$ cat config.mk
export PLATFORM = sky130hd
export DESIGN_NAME = load_store_unit
export DESIGN_NICKNAME = d
export VERILOG_FILES = /design/src/rtl/lsu_pkg.sv /design/src/rtl/stack_pointer.sv /design/src/rtl/load_store_unit.sv
export SDC_FILE = /design/constraint.sdc
export NUM_CORES = 1
export LEC_CHECK = 0
export ABC_CLOCK_PERIOD_IN_PS = 4900
export CAP_MARGIN = 20
export CELL_PAD_IN_SITES_DETAIL_PLACEMENT = 0
export CELL_PAD_IN_SITES_GLOBAL_PLACEMENT = 1
export CORE_ASPECT_RATIO = 1.75
export CORE_UTILIZATION = 25
export CTS_CLUSTER_SIZE = 30
export DETAILED_ROUTE_END_ITERATION = 7
export GPL_TIMING_DRIVEN = 0
export PLACE_DENSITY = 0.69
export SLEW_MARGIN = 20
export SYNTH_ARGS = -nofsm -noshare
export SYNTH_HDL_FRONTEND = slang
export SYNTH_SLANG_ARGS = --single-unit
$ cat constraint.sdc
create_clock -name clk -period 4.9 [get_ports clk]
set_input_delay 0.98 -clock clk [delete_from_list [all_inputs] [get_ports clk]]
set_output_delay 0.98 -clock clk [all_outputs]
set_load 0.1 [all_outputs]
$ cat src/rtl/lsu_pkg.sv
// Shared definitions for the load/store unit: op encodings, FSM states,
// word widths and the default data/stack segment bounds (the data memory
// uses the same segment constants).
package lsu_pkg;

    localparam int unsigned WORD_W = 32;
    localparam int unsigned OP_W   = 2;

    localparam logic [OP_W-1:0] OP_LW   = 2'b00;
    localparam logic [OP_W-1:0] OP_SW   = 2'b01;
    localparam logic [OP_W-1:0] OP_PUSH = 2'b10;
    localparam logic [OP_W-1:0] OP_POP  = 2'b11;

    localparam int unsigned DEF_DATA_SEG_START  = 0;
    localparam int unsigned DEF_DATA_SEG_END    = 255;
    localparam int unsigned DEF_STACK_SEG_START = 256;
    localparam int unsigned DEF_STACK_SEG_END   = 511;

    typedef enum logic [2:0] {
        ST_IDLE,
        ST_RD_SETUP,
        ST_RD_CAPTURE,
        ST_WR,
        ST_RESP
    } lsu_state_e;

endpackage

$ cat src/rtl/stack_pointer.sv
// Stack pointer register for a downward-growing stack.
// Ports:
//   clk, rst_n  - clock, async active-low reset (sp resets to SEG_END+1, empty)
//   inc_i       - pop completed: sp += 1
//   dec_i       - push completed: sp -= 1
//   sp_o        - current stack pointer (points at last pushed word)
//   full_c_o    - combinational: sp == SEG_START
//   empty_c_o   - combinational: sp == SEG_END+1
module stack_pointer
    import lsu_pkg::*;
#(
    parameter int unsigned SEG_START = DEF_STACK_SEG_START,
    parameter int unsigned SEG_END   = DEF_STACK_SEG_END
) (
    input  logic              clk,
    input  logic              rst_n,
    input  logic              inc_i,
    input  logic              dec_i,
    output logic [WORD_W-1:0] sp_o,
    output logic              full_c_o,
    output logic              empty_c_o
);

    localparam logic [WORD_W-1:0] SP_RESET = WORD_W'(SEG_END) + WORD_W'(1);
    localparam logic [WORD_W-1:0] SP_FULL  = WORD_W'(SEG_START);

    logic [WORD_W-1:0] sp_q;
    logic [WORD_W-1:0] sp_d;

    // Increment and decrement are never requested together by the FSM.
    always_comb begin
        sp_d = sp_q;
        if (inc_i) begin
            sp_d = sp_q + WORD_W'(1);
        end else if (dec_i) begin
            sp_d = sp_q - WORD_W'(1);
        end
    end

    always_ff @(posedge clk or negedge rst_n) begin
        if (!rst_n) begin
            sp_q <= SP_RESET;
        end else begin
            sp_q <= sp_d;
        end
    end

    assign sp_o      = sp_q;
    assign full_c_o  = (sp_q == SP_FULL);
    assign empty_c_o = (sp_q == SP_RESET);

endmodule

$ cat src/rtl/load_store_unit.sv
// Initiator side of the data-memory port. Accepts one LW/SW/PUSH/POP at a
// time, range-checks it, sequences registered memory strobes, captures read
// data and owns the stack pointer.
// Ports:
//   clk, rst_n                    - clock, async active-low reset
//   req_valid/ready/op/addr/wdata - request handshake (ready only in IDLE)
//   rsp_valid/err/rdata           - one-cycle response pulse with status/data
//   mem_address/data_in/MemWr/MemRd - registered memory strobes
//   mem_data_out                  - combinational memory read data
//   sp                            - current stack pointer
module load_store_unit
    import lsu_pkg::*;
#(
    parameter int unsigned DATA_SEG_START  = DEF_DATA_SEG_START,
    parameter int unsigned DATA_SEG_END    = DEF_DATA_SEG_END,
    parameter int unsigned STACK_SEG_START = DEF_STACK_SEG_START,
    parameter int unsigned STACK_SEG_END   = DEF_STACK_SEG_END
) (
    input  logic              clk,
    input  logic              rst_n,
    input  logic              req_valid,
    output logic              req_ready,
    input  logic [OP_W-1:0]   req_op,
    input  logic [WORD_W-1:0] req_addr,
    input  logic [WORD_W-1:0] req_wdata,
    output logic              rsp_valid,
    output logic              rsp_err,
    output logic [WORD_W-1:0] rsp_rdata,
    output logic [WORD_W-1:0] mem_address,
    output logic [WORD_W-1:0] mem_data_in,
    output logic              mem_MemWr,
    output logic              mem_MemRd,
    input  logic [WORD_W-1:0] mem_data_out,
    output logic [WORD_W-1:0] sp
);

    localparam logic [WORD_W-1:0] DATA_BASE = WORD_W'(DATA_SEG_START);
    localparam logic [WORD_W-1:0] DATA_SPAN = WORD_W'(DATA_SEG_END - DATA_SEG_START);

    lsu_state_e        state_q, state_d;
    logic [OP_W-1:0]   op_q, op_d;
    logic              req_ready_q, req_ready_d;
    logic              rsp_valid_q, rsp_valid_d;
    logic              rsp_err_q, rsp_err_d;
    logic [WORD_W-1:0] rsp_rdata_q, rsp_rdata_d;
    logic [WORD_W-1:0] mem_address_q, mem_address_d;
    logic [WORD_W-1:0] mem_data_in_q, mem_data_in_d;
    logic              mem_wr_q, mem_wr_d;
    logic              mem_rd_q, mem_rd_d;

    logic              sp_inc_c;
    logic              sp_dec_c;
    logic              sp_full_c;
    logic              sp_empty_c;
    logic [WORD_W-1:0] sp_val;
    logic              addr_ok_c;

    stack_pointer #(
        .SEG_START (STACK_SEG_START),
        .SEG_END   (STACK_SEG_END)
    ) u_stack_pointer (
        .clk       (clk),
        .rst_n     (rst_n),
        .inc_i     (sp_inc_c),
        .dec_i     (sp_dec_c),
        .sp_o      (sp_val),
        .full_c_o  (sp_full_c),
        .empty_c_o (sp_empty_c)
    );

    // Offset-from-base compare: addresses below the base wrap to huge values.
    assign addr_ok_c = ((req_addr - DATA_BASE) <= DATA_SPAN);

    // Next state and next registered outputs; outputs align with the state
    // they are loaded alongside.
    always_comb begin
        state_d       = state_q;
        op_d          = op_q;
        rsp_err_d     = 1'b0;
        rsp_rdata_d   = rsp_rdata_q;
        mem_address_d = '0;
        mem_data_in_d = '0;
        mem_wr_d      = 1'b0;
        mem_rd_d      = 1'b0;
        sp_inc_c      = 1'b0;
        sp_dec_c      = 1'b0;

        unique case (state_q)
            ST_IDLE: begin
                if (req_valid) begin
                    op_d = req_op;
                    // Error path is the default; legal ops override it below.
                    state_d     = ST_RESP;
                    rsp_err_d   = 1'b1;
                    rsp_rdata_d = '0;
                    case (req_op)
                        OP_LW: begin
                            if (addr_ok_c) begin
                                state_d       = ST_RD_SETUP;
                                rsp_err_d     = 1'b0;
                                rsp_rdata_d   = rsp_rdata_q;
                                mem_address_d = req_addr;
                                mem_rd_d      = 1'b1;
                            end
                        end
                        OP_SW: begin
                            if (addr_ok_c) begin
                                state_d       = ST_WR;
                                rsp_err_d     = 1'b0;
                                mem_address_d = req_addr;
                                mem_data_in_d = req_wdata;
                                mem_wr_d      = 1'b1;
                            end
                        end
                        OP_PUSH: begin
                            if (!sp_full_c) begin
                                state_d       = ST_WR;
                                rsp_err_d     = 1'b0;
                                mem_address_d = sp_val - WORD_W'(1);
                                mem_data_in_d = req_wdata;
                                mem_wr_d      = 1'b1;
                            end
                        end
                        default: begin // OP_POP
                            if (!sp_empty_c) begin
                                state_d       = ST_RD_SETUP;
                                rsp_err_d     = 1'b0;
                                rsp_rdata_d   = rsp_rdata_q;
                                mem_address_d = sp_val;
                                mem_rd_d      = 1'b1;
                            end
                        end
                    endcase
                end
            end
            ST_RD_SETUP: begin
                state_d       = ST_RD_CAPTURE;
                mem_address_d = mem_address_q;
                mem_rd_d      = 1'b1;
            end
            ST_RD_CAPTURE: begin
                state_d     = ST_RESP;
                rsp_rdata_d = mem_data_out;
                sp_inc_c    = (op_q == OP_POP);
            end
            ST_WR: begin
                state_d     = ST_RESP;
                rsp_rdata_d = '0;
                sp_dec_c    = (op_q == OP_PUSH);
            end
            ST_RESP: begin
                state_d = ST_IDLE;
            end
            default: begin
                state_d = ST_IDLE;
            end
        endcase

        req_ready_d = (state_d == ST_IDLE);
        rsp_valid_d = (state_d == ST_RESP);
    end

    always_ff @(posedge clk or negedge rst_n) begin
        if (!rst_n) begin
            state_q       <= ST_IDLE;
            op_q          <= OP_LW;
            req_ready_q   <= 1'b1;
            rsp_valid_q   <= 1'b0;
            rsp_err_q     <= 1'b0;
            rsp_rdata_q   <= '0;
            mem_address_q <= '0;
            mem_data_in_q <= '0;
            mem_wr_q      <= 1'b0;
            mem_rd_q      <= 1'b0;
        end else begin
            state_q       <= state_d;
            op_q          <= op_d;
            req_ready_q   <= req_ready_d;
            rsp_valid_q   <= rsp_valid_d;
            rsp_err_q     <= rsp_err_d;
            rsp_rdata_q   <= rsp_rdata_d;
            mem_address_q <= mem_address_d;
            mem_data_in_q <= mem_data_in_d;
            mem_wr_q      <= mem_wr_d;
            mem_rd_q      <= mem_rd_d;
        end
    end

    assign req_ready   = req_ready_q;
    assign rsp_valid   = rsp_valid_q;
    assign rsp_err     = rsp_err_q;
    assign rsp_rdata   = rsp_rdata_q;
    assign mem_address = mem_address_q;
    assign mem_data_in = mem_data_in_q;
    assign mem_MemWr   = mem_wr_q;
    assign mem_MemRd   = mem_rd_q;
    assign sp          = sp_val;

endmodule

==> results of run 1 <==
[cell type report]
class	instances	share of cell area, %
buffer	55	2.405
clock buffer	21	4.662
clock inverter	11	1.897
inverter	8	0.2976
multi-input combinational	445	29.09
sequential	138	34.25
tap	320	3.968
timing repair buffer	234	23.43
[cells by family after synthesis]
group / after synthesis / synth area share [%]
muxes: 1 / 0.1690
and+or+nand+nor: 230 / 19.23
xor gates and xnor gates: 33 / 4.337
AOI/OAI and AO/OA: 174 / 19.00
buffers and inverters: 63 / 4.093
DFF: 138 / 51.86
adders and majority gates: 7 / 1.314
[critical path, cell delays in order (launching register included)]
cell	delay [ns]
sky130_fd_sc_hd__dfrtp_1	0.40
sky130_fd_sc_hd__clkbuf_1	0.25
sky130_fd_sc_hd__inv_1	0.15
sky130_fd_sc_hd__ha_1	0.14
sky130_fd_sc_hd__nor4b_1	0.61
sky130_fd_sc_hd__nand4_1	0.42
sky130_fd_sc_hd__o31ai_4	0.49
sky130_fd_sc_hd__nor2_1	0.26
sky130_fd_sc_hd__clkbuf_1	0.34
sky130_fd_sc_hd__a32oi_1	0.28
sky130_fd_sc_hd__nand2_1	0.07
[flip-flops by register name (all words and copies together) (netlist names)]
name                  cells
mem_address              32
mem_data_in              32
rsp_rdata                32
u_stack_pointer.sp_o     32
state_q                   3
op_q                      2
mem_MemRd                 1
mem_MemWr                 1
req_ready                 1
rsp_err                   1
rsp_valid                 1
[layer usage]
metal / global-route usage (%) / up-vias / wire [µm]
met5: 0 / - / 0
met2: 32.91 / 220 / 12990
met1: 18.53 / 3033 / 8703
met4: 10.33 / 0 / 998
met3: 4.882 / 55 / 1286
li1: - / 2852 / -
[power by group through the flow]
stage | logic, mW | clock network (mW) | registers [mW]
2_1_floorplan | 0.970 | 0 | 3.48
3_3_place_gp | 3.86 | 0 | 1.63
3_5_place_dp | 3.86 | 0 | 1.63
4_1_cts | 3.88 | 1.49 | 1.61
5_1_grt | 4.02 | 1.54 | 1.65
6_report | 3.86 | 1.45 | 1.61
[path summary, 6_finish.rpt]
check,to,slack (ns),depth (start not counted)
worst min register to register,mem_address[19],0.49,2
worst min-delay path,rsp_rdata[12],0.45,1
worst max-delay path,mem_address[25],1.37,10
worst max register to register,mem_address[25],1.37,10
min in group clk,mem_address[19],0.49,2
max in group asynchronous,mem_data_in[8],3.61,2
[synth_stat cells, types with 12 or more instances]
library cell / n / share of area [%]
sky130_fd_sc_hd__a22oi_1: 13 / 1.5
sky130_fd_sc_hd__nand4_1: 12 / 1.1
sky130_fd_sc_hd__xnor2_1: 22 / 2.9
sky130_fd_sc_hd__nor3_1: 18 / 1.4
sky130_fd_sc_hd__o21ai_1: 22 / 1.7
sky130_fd_sc_hd__nand2_1: 43 / 2.4
sky130_fd_sc_hd__dfrtp_1: 136 / 51
sky130_fd_sc_hd__nor2_1: 44 / 2.5
sky130_fd_sc_hd__nor4_1: 16 / 1.5
sky130_fd_sc_hd__a21oi_1: 34 / 2.6
sky130_fd_sc_hd__clkbuf_1: 40 / 2.3
sky130_fd_sc_hd__o21ai_0: 12 / 0.90
sky130_fd_sc_hd__and2_1: 35 / 3.3
sky130_fd_sc_hd__a22o_1: 32 / 4.2
sky130_fd_sc_hd__nand3_1: 15 / 1.1
[metrics by stage]
stage	setup TNS, ns	hold WS (ns)	cell area (µm²)	total power, mW	worst slack [ns]
finish	0	0.4464	10090	6.926	1.366
floorplan	0	0.4925	6664	4.450	1.919
CTS	0	0.4435	10090	6.981	1.345
detailed placement	0	0.4801	9429	5.496	1.095
global placement	-431.60	0.4747	9397	5.484	-3.178
global route	0	0.4488	10090	7.212	1.090
==> out/results.ini, run 1 <==
[logic_synthesis]
syn_std_cell_area_um2=6664
postSynthAreaPerCell_um2=10.32
yosys_warnings=0
synth-edff-count=0
synth.distinct_cells=69
seq_cells_post_synth=138
synth-async-reset-ratio_pct=100.0
synthesis.nets=754
yosys_most_used_dff=sky130_fd_sc_hd__dfrtp_1
synth_cells=646
synth_seq_area_share_pct=51.86

[layout]
nNetsFinal=1007
final.fill_count=2594
finish.cell_count_without_fillers=1232
multi_input_comb_area_um2=2935
area_growth_syn_to_layout_pct=51.43
layout_common_cells=sky130_fd_sc_hd__clkdlybuf4s50_1, sky130_fd_sc_hd__dfrtp_1, sky130_fd_sc_hd__nor2_1
finalCoreUtilization_pct=38.73
final_layout_size_suffix_gt1_share_pct=7.346
final_common_cell=sky130_fd_sc_hd__clkdlybuf4s50_1
num_antenna_cells=0
register_area_um2=3456

[timing]
timing.final.setup_violations=0
fin_crit_sh_pct=72.12
final.min_clock_period_ns=3.534
grt_setup_unrepaired=no
hold_violations=0
final_max_slew_viol_count=0
tightestPinTransition_ns=1.058
achievable-frequency_ghz=0.2830
maxSlewHeadroom_pct=29.23
finalClockSkew_ns=0.01044

[pwr]
clock_power_share_pct=21.0
power.density_cell_area_nw_per_um2=686.4
power_dissipated_by_switching_net_loads_mw=3.630
share_seq_of_total_power_pct=23.3
p_leak_nw=4.304
p_comb_share_pct=55.8
design_internal_power_mw=3.296
ir_drop_mv=0.3001
swShare_pct=52.41

[grt]
grt_overflow=0
grt_util_all_layers_pct=18.07
pin_count_of_the_biggest_net_entering_global_routing=90
grt_antenna_before_repair=0
vias_in_the_first_global_route=6277
grt_pass1_wl_um=36630

[critical_path]
timing.rr.start=u_stack_pointer.sp_o[0]
crit_path_start_kind=flip-flop
setup.worst_path.class=reg2reg
critical_path_peak_fanout=10
endpoint_kind=flip-flop
crit_required_ns=5.22
startpoint=u_stack_pointer.sp_o[0]
critPathArrivalTime_ns=3.85

[clock_tree]
clkSinkCount=138
clock_insertion_delay_worst_skew_ns=0.44
tritoncts=yes
post_cts.repair.setup_buffers=0
htree_num_levels=4
clockBufferDepth=2
post_cts_resized=0
clock_slew_at_the_register_clock_pins_of_the_worst_setup_and_hold_paths_ns=0.06
cts-root-buf=sky130_fd_sc_hd__clkbuf_16
holdBufCountCts=0
cts_buffers=17

[placed_design]
dpl.cell_count=1200
gpl.final_weighted_congestion=0.8022
numPortBuffers=233
detailed_place_hpwl_um=17960

[routing]
detail_route.wirelength_um=23980
detail_route.first_pass.iterations=8
viasPerCell=5.000
final_antenna_net_count=0
vias=6160
drc=12
drt_iter0_markers=334
wl_per_cell_um=19.46

[flow_run]
max_cap_violations=0

[die]
io-pin-count=234
fp.coreArea_um2=26060
start_util_pct=25.57
rows=78
die_area_um2=27340
die_height_um=218.0
dieWidth_um=125.4

[worst_hold_path]
worst_hold_path_type=in2async

[run_status]
status=finished, violations left
failed_checks=DRC

No activity file was read; power rests on OpenSTA's default activity.
==> run 2: changes to the inputs <==
ABC_CLOCK_PERIOD_IN_PS = 3650   (was 4900)
clock period = 3.65 ns   (was 4.9 ns; I/O delays follow)
==> run 2 against run 1 <==
Compared with the run above:
- the flow still finishes with violations (DRC)
- clock power rose by 34%
- flip-flop and latch count is the same
- sequential power is 35% higher
- critical endpoint unchanged
- largest cell class unchanged
==> out/results.ini, run 2 (synthesis gave the netlist of run 1 again) <==
[run_status]
status=finished, violations left
failed_checks=DRC

[flow_run]
max_cap_violations=0

[die]
start_util_pct=25.57
fp.coreArea_um2=26060
rows=78
die_area_um2=27340
die_height_um=218.0
dieWidth_um=125.4
io-pin-count=234

[critical_path]
endpoint_kind=flip-flop
crit_required_ns=3.97
critical_path_peak_fanout=10
critPathArrivalTime_ns=3.52
crit_path_start_kind=flip-flop
setup.worst_path.class=reg2reg

[pwr]
ir_drop_mv=0.4028
p_leak_nw=4.306
power.density_cell_area_nw_per_um2=921.4

[routing]
vias=6155
drc=12
drt_iter0_markers=375
wl_per_cell_um=19.44
final_antenna_net_count=0
detail_route.wirelength_um=23940
viasPerCell=4.996
detail_route.first_pass.iterations=8

[timing]
final_max_slew_viol_count=0
achievable-frequency_ghz=0.3120
setup_slack_ns=0.4445
timing.final.setup_violations=0
grt_setup_unrepaired=no
fin_crit_sh_pct=87.82
hold_violations=0
tightestPinTransition_ns=1.058
maxSlewHeadroom_pct=29.23
worst_hold_slack_ns=0.1943
finalClockSkew_ns=0.01115
final.min_clock_period_ns=3.205

[clock_tree]
clkSinkCount=138
htree_num_levels=4
clock_slew_at_the_register_clock_pins_of_the_worst_setup_and_hold_paths_ns=0.06
clockBufferDepth=2
post_cts.repair.setup_buffers=0
clock_insertion_delay_worst_skew_ns=0.44
tritoncts=yes
cts_buffers=17
cts-root-buf=sky130_fd_sc_hd__clkbuf_16

[layout]
final_common_cell=sky130_fd_sc_hd__clkdlybuf4s50_1
area_growth_syn_to_layout_pct=51.52
register_area_um2=3456
num_antenna_cells=0
final_layout_size_suffix_gt1_share_pct=7.456
finalCoreUtilization_pct=38.75
nNetsFinal=1007
layout_common_cells=sky130_fd_sc_hd__clkdlybuf4s50_1, sky130_fd_sc_hd__dfrtp_1, sky130_fd_sc_hd__nor2_1
multi_input_comb_area_um2=2942
final.fill_count=2593

[placed_design]
gpl.final_weighted_congestion=0.8022
numPortBuffers=233
detailed_place_hpwl_um=17960
place_worst_setup_slack_ns=0.09536

[grt]
pin_count_of_the_biggest_net_entering_global_routing=90
grt_antenna_before_repair=0
grt_util_all_layers_pct=18.07
grt_pass1_wl_um=36630
vias_in_the_first_global_route=6277
grt_overflow=0

[worst_hold_path]
worst_hold_path_type=in2async

run 2: cell counts in the layout (fill, tap and decap cells not counted):
Identical to the previous run, type by type.
run 2: path summary, 6_finish.rpt:
path	start	endpoint	slack, ns	depth (start not counted)
worst min register to register	mem_address[19]	mem_address[19]	0.49	2
min in group clk	mem_address[19]	mem_address[19]	0.49	2
worst max register to register	u_stack_pointer.sp_o[0]	mem_address[25]	0.44	10
worst max-delay path	u_stack_pointer.sp_o[0]	mem_address[25]	0.44	10
worst min-delay path	rst_n	rsp_rdata[12]	0.19	1
max in group asynchronous	rst_n	u_stack_pointer.sp_o[9]	2.62	2
run 2: worst max-delay path: stages (launching register included):
cell	delay (ns)
sky130_fd_sc_hd__dfrtp_1	0.40
sky130_fd_sc_hd__clkbuf_1	0.25
sky130_fd_sc_hd__inv_1	0.14
sky130_fd_sc_hd__ha_1	0.15
sky130_fd_sc_hd__nor4b_2	0.38
sky130_fd_sc_hd__nand4_1	0.35
sky130_fd_sc_hd__o31ai_4	0.48
sky130_fd_sc_hd__nor2_1	0.26
sky130_fd_sc_hd__clkbuf_1	0.33
sky130_fd_sc_hd__a32oi_1	0.27
sky130_fd_sc_hd__nand2_1	0.07
run 2: area by class of cell:
| class | instances | share of cell area (%) |
|---|---|---|
| Multi-Input combinational cell | 445 | 29.13 |
| Buffer | 55 | 2.404 |
| Sequential cell | 138 | 34.23 |
| Clock inverter | 11 | 1.896 |
| Timing Repair Buffer | 234 | 23.42 |
| Inverter | 8 | 0.2974 |
| Clock buffer | 21 | 4.659 |
| Tap cell | 320 | 3.965 |
run 2: where the power goes:
| part | internal (mW) | leakage, nW | switching [mW] |
|---|---|---|---|
| clock | 1.26 | 0.315 | 0.687 |
| sequential | 1.90 | 1.87 | 0.265 |
| combinational | 1.26 | 2.12 | 3.92 |
run 2: per-layer routing:
metal | global-route usage, % | vias to the layer above | part of all wire [%]
met5 | 0 | - | 0
met4 | 10.33 | 0 | 4.2
met3 | 4.882 | 55 | 5.4
met2 | 32.91 | 221 | 54
met1 | 18.53 | 3024 | 36
li1 | - | 2855 | -
run 2: repair_timing:
item                       in CTS  in global routing
hold buffers                    0                  0
resized for setup               0                  1
setup endpoints to repair       0                 40
run 2: through the flow:
step / TNS (ns) / power [mW] / instances / area (µm²)
after global placement: -569.60 / 7.362 / 1199 / 9397
after CTS: 0 / 9.371 / 1232 / 10090
after floorplan: 0 / 5.975 / 646 / 6664
after global routing: 0 / 9.686 / 1232 / 10100
final: 0 / 9.304 / 1232 / 10100
after detailed placement: 0 / 7.378 / 1200 / 9429
